<file path="config.mk">
export PLATFORM = sky130hd
export DESIGN_NAME = vga_pixel_pipe_flat
export DESIGN_NICKNAME = d
export VERILOG_FILES = /design/src/rtl/vga_pkg.sv /design/src/rtl/vga_pixel_pipe_if.sv /design/src/rtl/vga_delay_line.sv /design/src/rtl/vga_pixel_pipe.sv /design/src/flat_wrapper.sv
export SDC_FILE = /design/constraint.sdc
export NUM_CORES = 1
export LEC_CHECK = 0
export BUFFER_PORTS_ARGS = -buffer_cell sky130_fd_sc_hd__buf_2
export CORE_ASPECT_RATIO = 1.1
export CORE_UTILIZATION = 35
export DETAILED_ROUTE_END_ITERATION = 8
export PLACE_DENSITY_LB_ADDON = 0.1
export REMOVE_ABC_BUFFERS = 1
export SYNTH_ARGS = -nofsm -noshare
export SYNTH_HDL_FRONTEND = slang
export SYNTH_SLANG_ARGS = --single-unit
</file>
<file path="constraint.sdc">
create_clock -name CLK -period 4.6 [get_ports CLK]
set_clock_uncertainty 0.15 [all_clocks]
set_input_delay 0.46 -clock CLK [delete_from_list [all_inputs] [get_ports CLK]]
set_output_delay 0.46 -clock CLK [all_outputs]
set_load 0.005 [all_outputs]
</file>
<file path="src/rtl/vga_pkg.sv">
// vga_pkg: shared types and constants for the
// VGA pixel output pipe.
package vga_pkg;

    typedef enum logic [1:0] {
        MODE_VIDEO = 2'd0,
        MODE_BARS  = 2'd1,
        MODE_SOLID = 2'd2,
        MODE_RAMP  = 2'd3
    } mode_e;

    typedef struct packed {
        logic [4:0] r;
        logic [5:0] g;
        logic [4:0] b;
    } rgb565_t;

    localparam rgb565_t BAR_WHITE   = 16'hFFFF;
    localparam rgb565_t BAR_YELLOW  = 16'hFFE0;
    localparam rgb565_t BAR_CYAN    = 16'h07FF;
    localparam rgb565_t BAR_GREEN   = 16'h07E0;
    localparam rgb565_t BAR_MAGENTA = 16'hF81F;
    localparam rgb565_t BAR_RED     = 16'hF800;
    localparam rgb565_t BAR_BLUE    = 16'h001F;
    localparam rgb565_t BAR_BLACK   = 16'h0000;

    function automatic rgb565_t bar_rgb(
        input logic [2:0] idx
    );
        rgb565_t c;
        unique case (idx)
            3'd0:    c = BAR_WHITE;
            3'd1:    c = BAR_YELLOW;
            3'd2:    c = BAR_CYAN;
            3'd3:    c = BAR_GREEN;
            3'd4:    c = BAR_MAGENTA;
            3'd5:    c = BAR_RED;
            3'd6:    c = BAR_BLUE;
            default: c = BAR_BLACK;
        endcase
        return c;
    endfunction

endpackage

</file>
<file path="src/rtl/vga_pixel_pipe_if.sv">
// vga_pixel_pipe_if: sync-generator, frame-FIFO and
// pin-side signals of the VGA pixel pipe.
interface vga_pixel_pipe_if #(
    parameter int ADDR_W = 11,
    parameter int DATA_W = 16
);
    logic              Ready_Sig;
    logic [ADDR_W-1:0] Column_Addr_Sig;
    logic [ADDR_W-1:0] Row_Addr_Sig;
    logic [1:0]        Mode_Sel;
    logic              fifo_empty;
    logic [DATA_W-1:0] display_data;
    logic              underflow_clr;
    logic              fifo_rd_en;
    logic [4:0]        Red_Sig;
    logic [5:0]        Green_Sig;
    logic [4:0]        Blue_Sig;
    logic              frame_start;
    logic              underflow_flag;
    logic [15:0]       underflow_cnt;

    modport master (
        output Ready_Sig, Column_Addr_Sig,
        output Row_Addr_Sig, Mode_Sel,
        output fifo_empty, display_data,
        output underflow_clr,
        input  fifo_rd_en, Red_Sig,
        input  Green_Sig, Blue_Sig,
        input  frame_start, underflow_flag,
        input  underflow_cnt
    );

    modport slave (
        input  Ready_Sig, Column_Addr_Sig,
        input  Row_Addr_Sig, Mode_Sel,
        input  fifo_empty, display_data,
        input  underflow_clr,
        output fifo_rd_en, Red_Sig,
        output Green_Sig, Blue_Sig,
        output frame_start, underflow_flag,
        output underflow_cnt
    );
endinterface

</file>
<file path="src/rtl/vga_delay_line.sv">
// vga_delay_line: fixed-depth shift register with
// synchronous clear of every stage.
module vga_delay_line #(
    parameter int DEPTH = 1,
    parameter int WIDTH = 8
) (
    input  logic             clk_i,
    input  logic             rst_i,
    input  logic [WIDTH-1:0] d_i,
    output logic [WIDTH-1:0] q_o
);
    logic [WIDTH-1:0] stage_q [DEPTH];

    always_ff @(posedge clk_i) begin
        if (rst_i) begin
            for (int i = 0; i < DEPTH; i++)
                stage_q[i] <= '0;
        end else begin
            stage_q[0] <= d_i;
            for (int i = 1; i < DEPTH; i++)
                stage_q[i] <= stage_q[i-1];
        end
    end

    assign q_o = stage_q[DEPTH-1];
endmodule

</file>
<file path="src/rtl/vga_pixel_pipe.sv">
// vga_pixel_pipe: window decode, FIFO read strobe,
// latency alignment and registered RGB565 output.
module vga_pixel_pipe
    import vga_pkg::*;
#(
    parameter int          ADDR_W     = 11,
    parameter int          H_START    = 1,
    parameter int          H_ACT      = 800,
    parameter int          V_START    = 1,
    parameter int          V_ACT      = 600,
    parameter int          DATA_W     = 16,
    parameter int          RD_LAT     = 1,
    parameter logic [15:0] BORDER_RGB = 16'h0000
) (
    input logic        CLK,
    input logic        RST,
    vga_pixel_pipe_if.slave bus
);
    localparam int LW    = ADDR_W + 4;
    localparam int BAR_W = H_ACT / 8;
    localparam logic [ADDR_W:0] H_LO =
        (ADDR_W+1)'(H_START);
    localparam logic [ADDR_W:0] H_HI =
        (ADDR_W+1)'(H_START + H_ACT);
    localparam logic [ADDR_W:0] V_LO =
        (ADDR_W+1)'(V_START);
    localparam logic [ADDR_W:0] V_HI =
        (ADDR_W+1)'(V_START + V_ACT);

    logic [ADDR_W:0] col_x, row_x;
    logic            h_act, v_act;
    logic            in_win, rd_en;
    mode_e           mode_q, mode_d;

    assign col_x  = {1'b0, bus.Column_Addr_Sig};
    assign row_x  = {1'b0, bus.Row_Addr_Sig};
    assign h_act  = (col_x >= H_LO) && (col_x < H_HI);
    assign v_act  = (row_x >= V_LO) && (row_x < V_HI);
    assign in_win = bus.Ready_Sig && h_act && v_act;

    // Mode only follows Mode_Sel during vertical blanking.
    assign mode_d = v_act ? mode_q
                          : mode_e'(bus.Mode_Sel);
    assign rd_en  = in_win && (mode_q == MODE_VIDEO)
                    && !RST;
    assign bus.fifo_rd_en = rd_en;

    logic [ADDR_W-1:0] offset;
    logic [LW-1:0]     dl_in, dl_out;

    assign offset = bus.Column_Addr_Sig
                    - H_LO[ADDR_W-1:0];
    assign dl_in  = {bus.Ready_Sig, in_win, rd_en,
                     bus.fifo_empty, offset};

    vga_delay_line #(
        .DEPTH (RD_LAT),
        .WIDTH (LW)
    ) u_dly (
        .clk_i (CLK),
        .rst_i (RST),
        .d_i   (dl_in),
        .q_o   (dl_out)
    );

    logic              t_rdy, t_win, t_rd, t_emp;
    logic [ADDR_W-1:0] t_off;

    assign {t_rdy, t_win, t_rd, t_emp, t_off} = dl_out;

    rgb565_t vid;
    if (DATA_W == 24) begin : g_888
        logic unused_lsb;
        assign vid = {bus.display_data[23:19],
                      bus.display_data[15:10],
                      bus.display_data[7:3]};
        assign unused_lsb = ^{bus.display_data[18:16],
                              bus.display_data[9:8],
                              bus.display_data[2:0]};
    end else begin : g_565
        assign vid = bus.display_data[15:0];
    end

    logic [5:0] ramp;
    if (ADDR_W >= 10) begin : g_ramp
        assign ramp = t_off[9:4];
    end else begin : g_ramp_nx
        assign ramp = 6'({10'd0, t_off} >> 4);
    end

    logic [ADDR_W-1:0] bar_n;
    logic [2:0]        bar_idx;

    assign bar_n   = t_off / ADDR_W'(BAR_W);
    assign bar_idx = (bar_n > ADDR_W'(7)) ? 3'd7
                                          : bar_n[2:0];

    rgb565_t pix_d, pix_q, border;
    logic    uf;

    assign border = rgb565_t'(BORDER_RGB);

    always_comb begin
        pix_d = '0;
        uf    = 1'b0;
        unique case (1'b1)
            !t_rdy:          pix_d = '0;
            t_rdy && !t_win: pix_d = border;
            t_win && t_rd: begin
                pix_d = t_emp ? border : vid;
                uf    = t_emp;
            end
            t_win && !t_rd: begin
                unique case (mode_q)
                    MODE_BARS: pix_d = bar_rgb(bar_idx);
                    MODE_RAMP: pix_d = {ramp[5:1], ramp,
                                        ramp[5:1]};
                    default:   pix_d = border;
                endcase
            end
            default:         pix_d = '0;
        endcase
    end

    logic        uf_flag_q, uf_flag_d;
    logic [15:0] uf_cnt_q, uf_cnt_d;
    logic        fs_q, fs_d;

    always_comb begin
        uf_flag_d = uf_flag_q;
        uf_cnt_d  = uf_cnt_q;
        if (bus.underflow_clr) begin
            uf_flag_d = 1'b0;
            uf_cnt_d  = '0;
        end else if (uf) begin
            uf_flag_d = 1'b1;
            if (uf_cnt_q != 16'hFFFF)
                uf_cnt_d = uf_cnt_q + 16'd1;
        end
    end

    assign fs_d = bus.Ready_Sig && (col_x == H_LO)
                  && (row_x == V_LO);

    always_ff @(posedge CLK) begin
        if (RST) begin
            mode_q    <= MODE_VIDEO;
            pix_q     <= '0;
            fs_q      <= 1'b0;
            uf_flag_q <= 1'b0;
            uf_cnt_q  <= '0;
        end else begin
            mode_q    <= mode_d;
            pix_q     <= pix_d;
            fs_q      <= fs_d;
            uf_flag_q <= uf_flag_d;
            uf_cnt_q  <= uf_cnt_d;
        end
    end

    assign bus.Red_Sig        = pix_q.r;
    assign bus.Green_Sig      = pix_q.g;
    assign bus.Blue_Sig       = pix_q.b;
    assign bus.frame_start    = fs_q;
    assign bus.underflow_flag = uf_flag_q;
    assign bus.underflow_cnt  = uf_cnt_q;
endmodule

</file>
<file path="src/flat_wrapper.sv">
// flat-port wrapper written by rule: the top's interface ports become plain ports
module vga_pixel_pipe_flat import vga_pkg::*;
#(
    parameter int          ADDR_W     = 11,
    parameter int          H_START    = 1,
    parameter int          H_ACT      = 800,
    parameter int          V_START    = 1,
    parameter int          V_ACT      = 600,
    parameter int          DATA_W     = 16,
    parameter int          RD_LAT     = 1,
    parameter logic [15:0] BORDER_RGB = 16'h0000
)
  (CLK, RST, bus_Ready_Sig, bus_Column_Addr_Sig, bus_Row_Addr_Sig, bus_Mode_Sel, bus_fifo_empty, bus_display_data, bus_underflow_clr, bus_fifo_rd_en, bus_Red_Sig, bus_Green_Sig, bus_Blue_Sig, bus_frame_start, bus_underflow_flag, bus_underflow_cnt);
  vga_pixel_pipe_if #(.ADDR_W(ADDR_W), .DATA_W(DATA_W)) bus_i ();
  input logic CLK;
  input logic RST;
  input wire logic [$bits(bus_i.Ready_Sig)-1:0] bus_Ready_Sig;
  input wire logic [$bits(bus_i.Column_Addr_Sig)-1:0] bus_Column_Addr_Sig;
  input wire logic [$bits(bus_i.Row_Addr_Sig)-1:0] bus_Row_Addr_Sig;
  input wire logic [$bits(bus_i.Mode_Sel)-1:0] bus_Mode_Sel;
  input wire logic [$bits(bus_i.fifo_empty)-1:0] bus_fifo_empty;
  input wire logic [$bits(bus_i.display_data)-1:0] bus_display_data;
  input wire logic [$bits(bus_i.underflow_clr)-1:0] bus_underflow_clr;
  output wire logic [$bits(bus_i.fifo_rd_en)-1:0] bus_fifo_rd_en;
  output wire logic [$bits(bus_i.Red_Sig)-1:0] bus_Red_Sig;
  output wire logic [$bits(bus_i.Green_Sig)-1:0] bus_Green_Sig;
  output wire logic [$bits(bus_i.Blue_Sig)-1:0] bus_Blue_Sig;
  output wire logic [$bits(bus_i.frame_start)-1:0] bus_frame_start;
  output wire logic [$bits(bus_i.underflow_flag)-1:0] bus_underflow_flag;
  output wire logic [$bits(bus_i.underflow_cnt)-1:0] bus_underflow_cnt;
  assign bus_i.Ready_Sig = bus_Ready_Sig;
  assign bus_i.Column_Addr_Sig = bus_Column_Addr_Sig;
  assign bus_i.Row_Addr_Sig = bus_Row_Addr_Sig;
  assign bus_i.Mode_Sel = bus_Mode_Sel;
  assign bus_i.fifo_empty = bus_fifo_empty;
  assign bus_i.display_data = bus_display_data;
  assign bus_i.underflow_clr = bus_underflow_clr;
  assign bus_fifo_rd_en = bus_i.fifo_rd_en;
  assign bus_Red_Sig = bus_i.Red_Sig;
  assign bus_Green_Sig = bus_i.Green_Sig;
  assign bus_Blue_Sig = bus_i.Blue_Sig;
  assign bus_frame_start = bus_i.frame_start;
  assign bus_underflow_flag = bus_i.underflow_flag;
  assign bus_underflow_cnt = bus_i.underflow_cnt;
  vga_pixel_pipe #(.ADDR_W(ADDR_W), .H_START(H_START), .H_ACT(H_ACT), .V_START(V_START), .V_ACT(V_ACT), .DATA_W(DATA_W), .RD_LAT(RD_LAT), .BORDER_RGB(BORDER_RGB)) u_core (.CLK(CLK), .RST(RST), .bus(bus_i));
endmodule
</file>
==> out/metrics.cfg <==
[clock_network]
htreeDepth = 2
cts_buffers = 5
root_buffer = clkbuf_8
cts.sinks = 48
hold_buffers = 0
clk_pin_slew_worst_paths_ps = 90
clk-insertion-delay-late_ps = 300
post_cts_resize_count = 0
clockBufferDepth = 2
post_cts_buffers = 0
cts_tree = done

[run]
drv_cap = 0

[place]
dp.cells = 534
placed_area_sq_mm = 0.003369
pre_cts_slack_ps = 1542
io_buffer_count = 79
dp_hpwl_um = 5664
gp_congestion = 0.8973

[floorplan]
num_io_pins = 80
die_h_um = 98.23
design.core.area_sq_mm = 0.008040
fp.dieArea_sq_mm = 0.008790
start_util_pct = 36.65
die_x_um = 89.49
fp-row-count = 34

[drt]
routed_wl_um = 7283
initialDrtViolationCount = 131
remaining_drc_errors = 0
vias_per_cell = 5.246
vias = 2838
first_pass_iters = 4
ant_nets = 0
wire_per_inst_um = 13.46

[synthesis]
syn-cell-area_sq_mm = 0.002947
yosys.area_share.xor_xnor_pct = 5.945
synth_top_family_by_area = simple AND/OR/NAND/NOR gates
synth-edff-count = 0
syn_inst = 367
muxShareOfSynthArea_pct = 2.420
yosys_register_bits = 48
yosysWarningCount = 0
synth_area_leaders = dfxtp_1, nor2_1, nand2_1
avgSynthCellArea_sq_um = 8.029
synthFlopType = dfxtp_1
synthTopCellsByCount = dfxtp_1, nor2_1, nand2_1, a21oi_1, o21ai_0
synth-compound-area-share_pct = 25.27
synth-adder-area-share_pct = 1.274
yosysMostFrequentCell = dfxtp_1
yosysUniqueCellTypes = 66
synthArstFlopShare_pct = 0
yosysSeqAreaShare_pct = 32.61
synth_top_area_cell = dfxtp_1
synthSimpleGateAreaFrac_pct = 26.92
netlist.area_leader.share_pct = 32.61

[finish]
stdcell_area_sq_mm = 0.003461
fin_util_pct = 43.04
final-instance-count-excl-fill = 541
multiInputGateArea_sq_mm = 0.001822
seqCellArea_sq_um = 960.9
drive_gt1_share_pct = 24.71
fillers = 860
nets = 481
area_growth_pct = 17.45
n_antenna_cell = 0

[critical_path]
reg2reg_slack_ps = 1660
reg2reg_to = u_core.bus.Blue_Sig[2]$_SDFF_PP0_
cp.arrival_ps = 2410
worstReg2RegStart = u_core.u_dly.stage_q[0][5]$_SDFF_PP0_
critical-path-max-stage-delay_ps = 380
path_max_fanout = 6
path_class = in2out
r2r_cells = 7
slowest_stage = nor3_1
crit_chain = buf_2, nor3_1, and3_1, nor2b_1, o311ai_0, and3_1, nor3b_1, buf_2
required_ps = 3990
start_kind = input port
critPathCaptureType = output pin

[hold_path]
hold_path.class = in2reg
whs_path_depth = 3
min_to = u_core.mode_q[1]$_SDFFE_PP0N_
worstHoldStart = bus_Mode_Sel[1]

[timing]
worst_pin_slew_ps = 974.0
timing.fmax_mhz = 331.5
setup_violations = 0
hold_violations = 0
tns_ps = 0
rsz0062_at_grt = no
period_needed_ps = 3017
relSlewSlack_pct = 34.83
slew_viol_final = 0
post-route-period-util_pct = 65.58
fin_ws_ps = 1583
hold_slack_ps = 233.6

[global_route]
grt_start_max_net_pins = 25
grt_pass1_vias = 2566
grt_pass1_wl_um = 12060
antenna_found_initial = 0
gr-total-overflow = 0
grt_use_total_pct = 17.34

[run_status]
outcome = finished clean

[power_and_ir_drop]
p_total_mw = 0.8413
leakage_nw = 1.431
ir_drop_mv = 0.1265
power.density_mw_per_mm2 = 243.1

cells in the final DEF, fill, tap and decap left out, types with 3 or more instances in the layout:
cell,instances
a31oi_1,3
xor2_1,12
nor3_1,6
and3b_1,5
o211a_1,4
mux2i_1,6
nand2_1,33
nor2b_1,4
nor2_1,40
or4_1,3
nor3b_1,4
dfxtp_1,48
nand4_1,3
clkbuf_8,6
nor4_1,4
o21ai_1,15
ha_1,3
a211oi_1,3
or3_1,3
buf_2,79
inv_1,8
nand2b_1,3
o211ai_1,4
and4_1,3
nand3_1,18
xnor2_1,8
o21ai_0,19
inv_2,3
a21oi_1,24
and3_1,12
critical path, delay by kind of cell:
| kind | cells | cell delay, ps |
|---|---|---|
| simple gates | 5 | 1350 |
| buf+inv | 2 | 290 |
| compound gates | 1 | 300 |
registers in the layout (all words and copies together) (netlist names):
| signal | cells |
|---|---|
| u_core.bus.Green_Sig | 6 |
| u_core.bus.Blue_Sig | 5 |
| u_core.u_dly.stage_q | 12 |
| u_core.mode_q | 2 |
| u_core.bus.underflow_cnt | 16 |
| u_core.bus.frame_start | 1 |
| u_core.bus.Red_Sig | 5 |
| u_core.bus.underflow_flag | 1 |
cell type report:
class | count | area share [%]
Tap cell | 108 | 3.905
Timing Repair Buffer | 81 | 11.86
Sequential cell | 48 | 27.77
Inverter | 11 | 1.193
Clock inverter | 1 | 0.2531
Clock buffer | 6 | 2.386
Multi-Input combinational cell | 286 | 52.64
power breakdown:
group / internal [mW] / switching, mW / leakage (nW)
clock network: 0.120 / 0.137 / 0.0473
logic: 0.0633 / 0.0798 / 0.994
registers: 0.422 / 0.0194 / 0.390
layer usage:
| layer | vias to the layer above | GRT usage, % | wire [um] |
|---|---|---|---|
| met3 | 10 | 3.550 | 407 |
| met2 | 91 | 27.19 | 3291 |
| met5 | - | 0 | 0 |
| met1 | 1276 | 23.52 | 3456 |
| li1 | 1461 | - | - |
| met4 | 0 | 5.739 | 128 |
worst max-delay path by stage:
stage	from	to	slack (ps)
after floorplan	u_core.u_dly.stage_q[0][8]$_SDFF_PP0_	u_core.bus.Red_Sig[0]$_SDFF_PP0_	2010
after global placement	bus_Column_Addr_Sig[2]	bus_fifo_rd_en	1600
after detailed placement	bus_Column_Addr_Sig[2]	bus_fifo_rd_en	1540
after CTS	bus_Column_Addr_Sig[2]	bus_fifo_rd_en	1550
after global routing	u_core.u_dly.stage_q[0][10]$_SDFF_PP0_	u_core.bus.Blue_Sig[0]$_SDFF_PP0_	1200
final	bus_Column_Addr_Sig[2]	bus_fifo_rd_en	1580
cell families (layout without fill, tap and decap cells):
group / Yosys count / in the layout
AO/OA/AOI/OAI: 104 / 104
XOR/XNOR: 20 / 20
adder cells (fa/ha/maj): 3 / 3
buffers and inverters: 33 / 99
flip-flops: 48 / 48
multiplexers: 7 / 7
AND/OR/NAND/NOR: 152 / 152
Note: power is estimated with default switching activity, not from simulation.
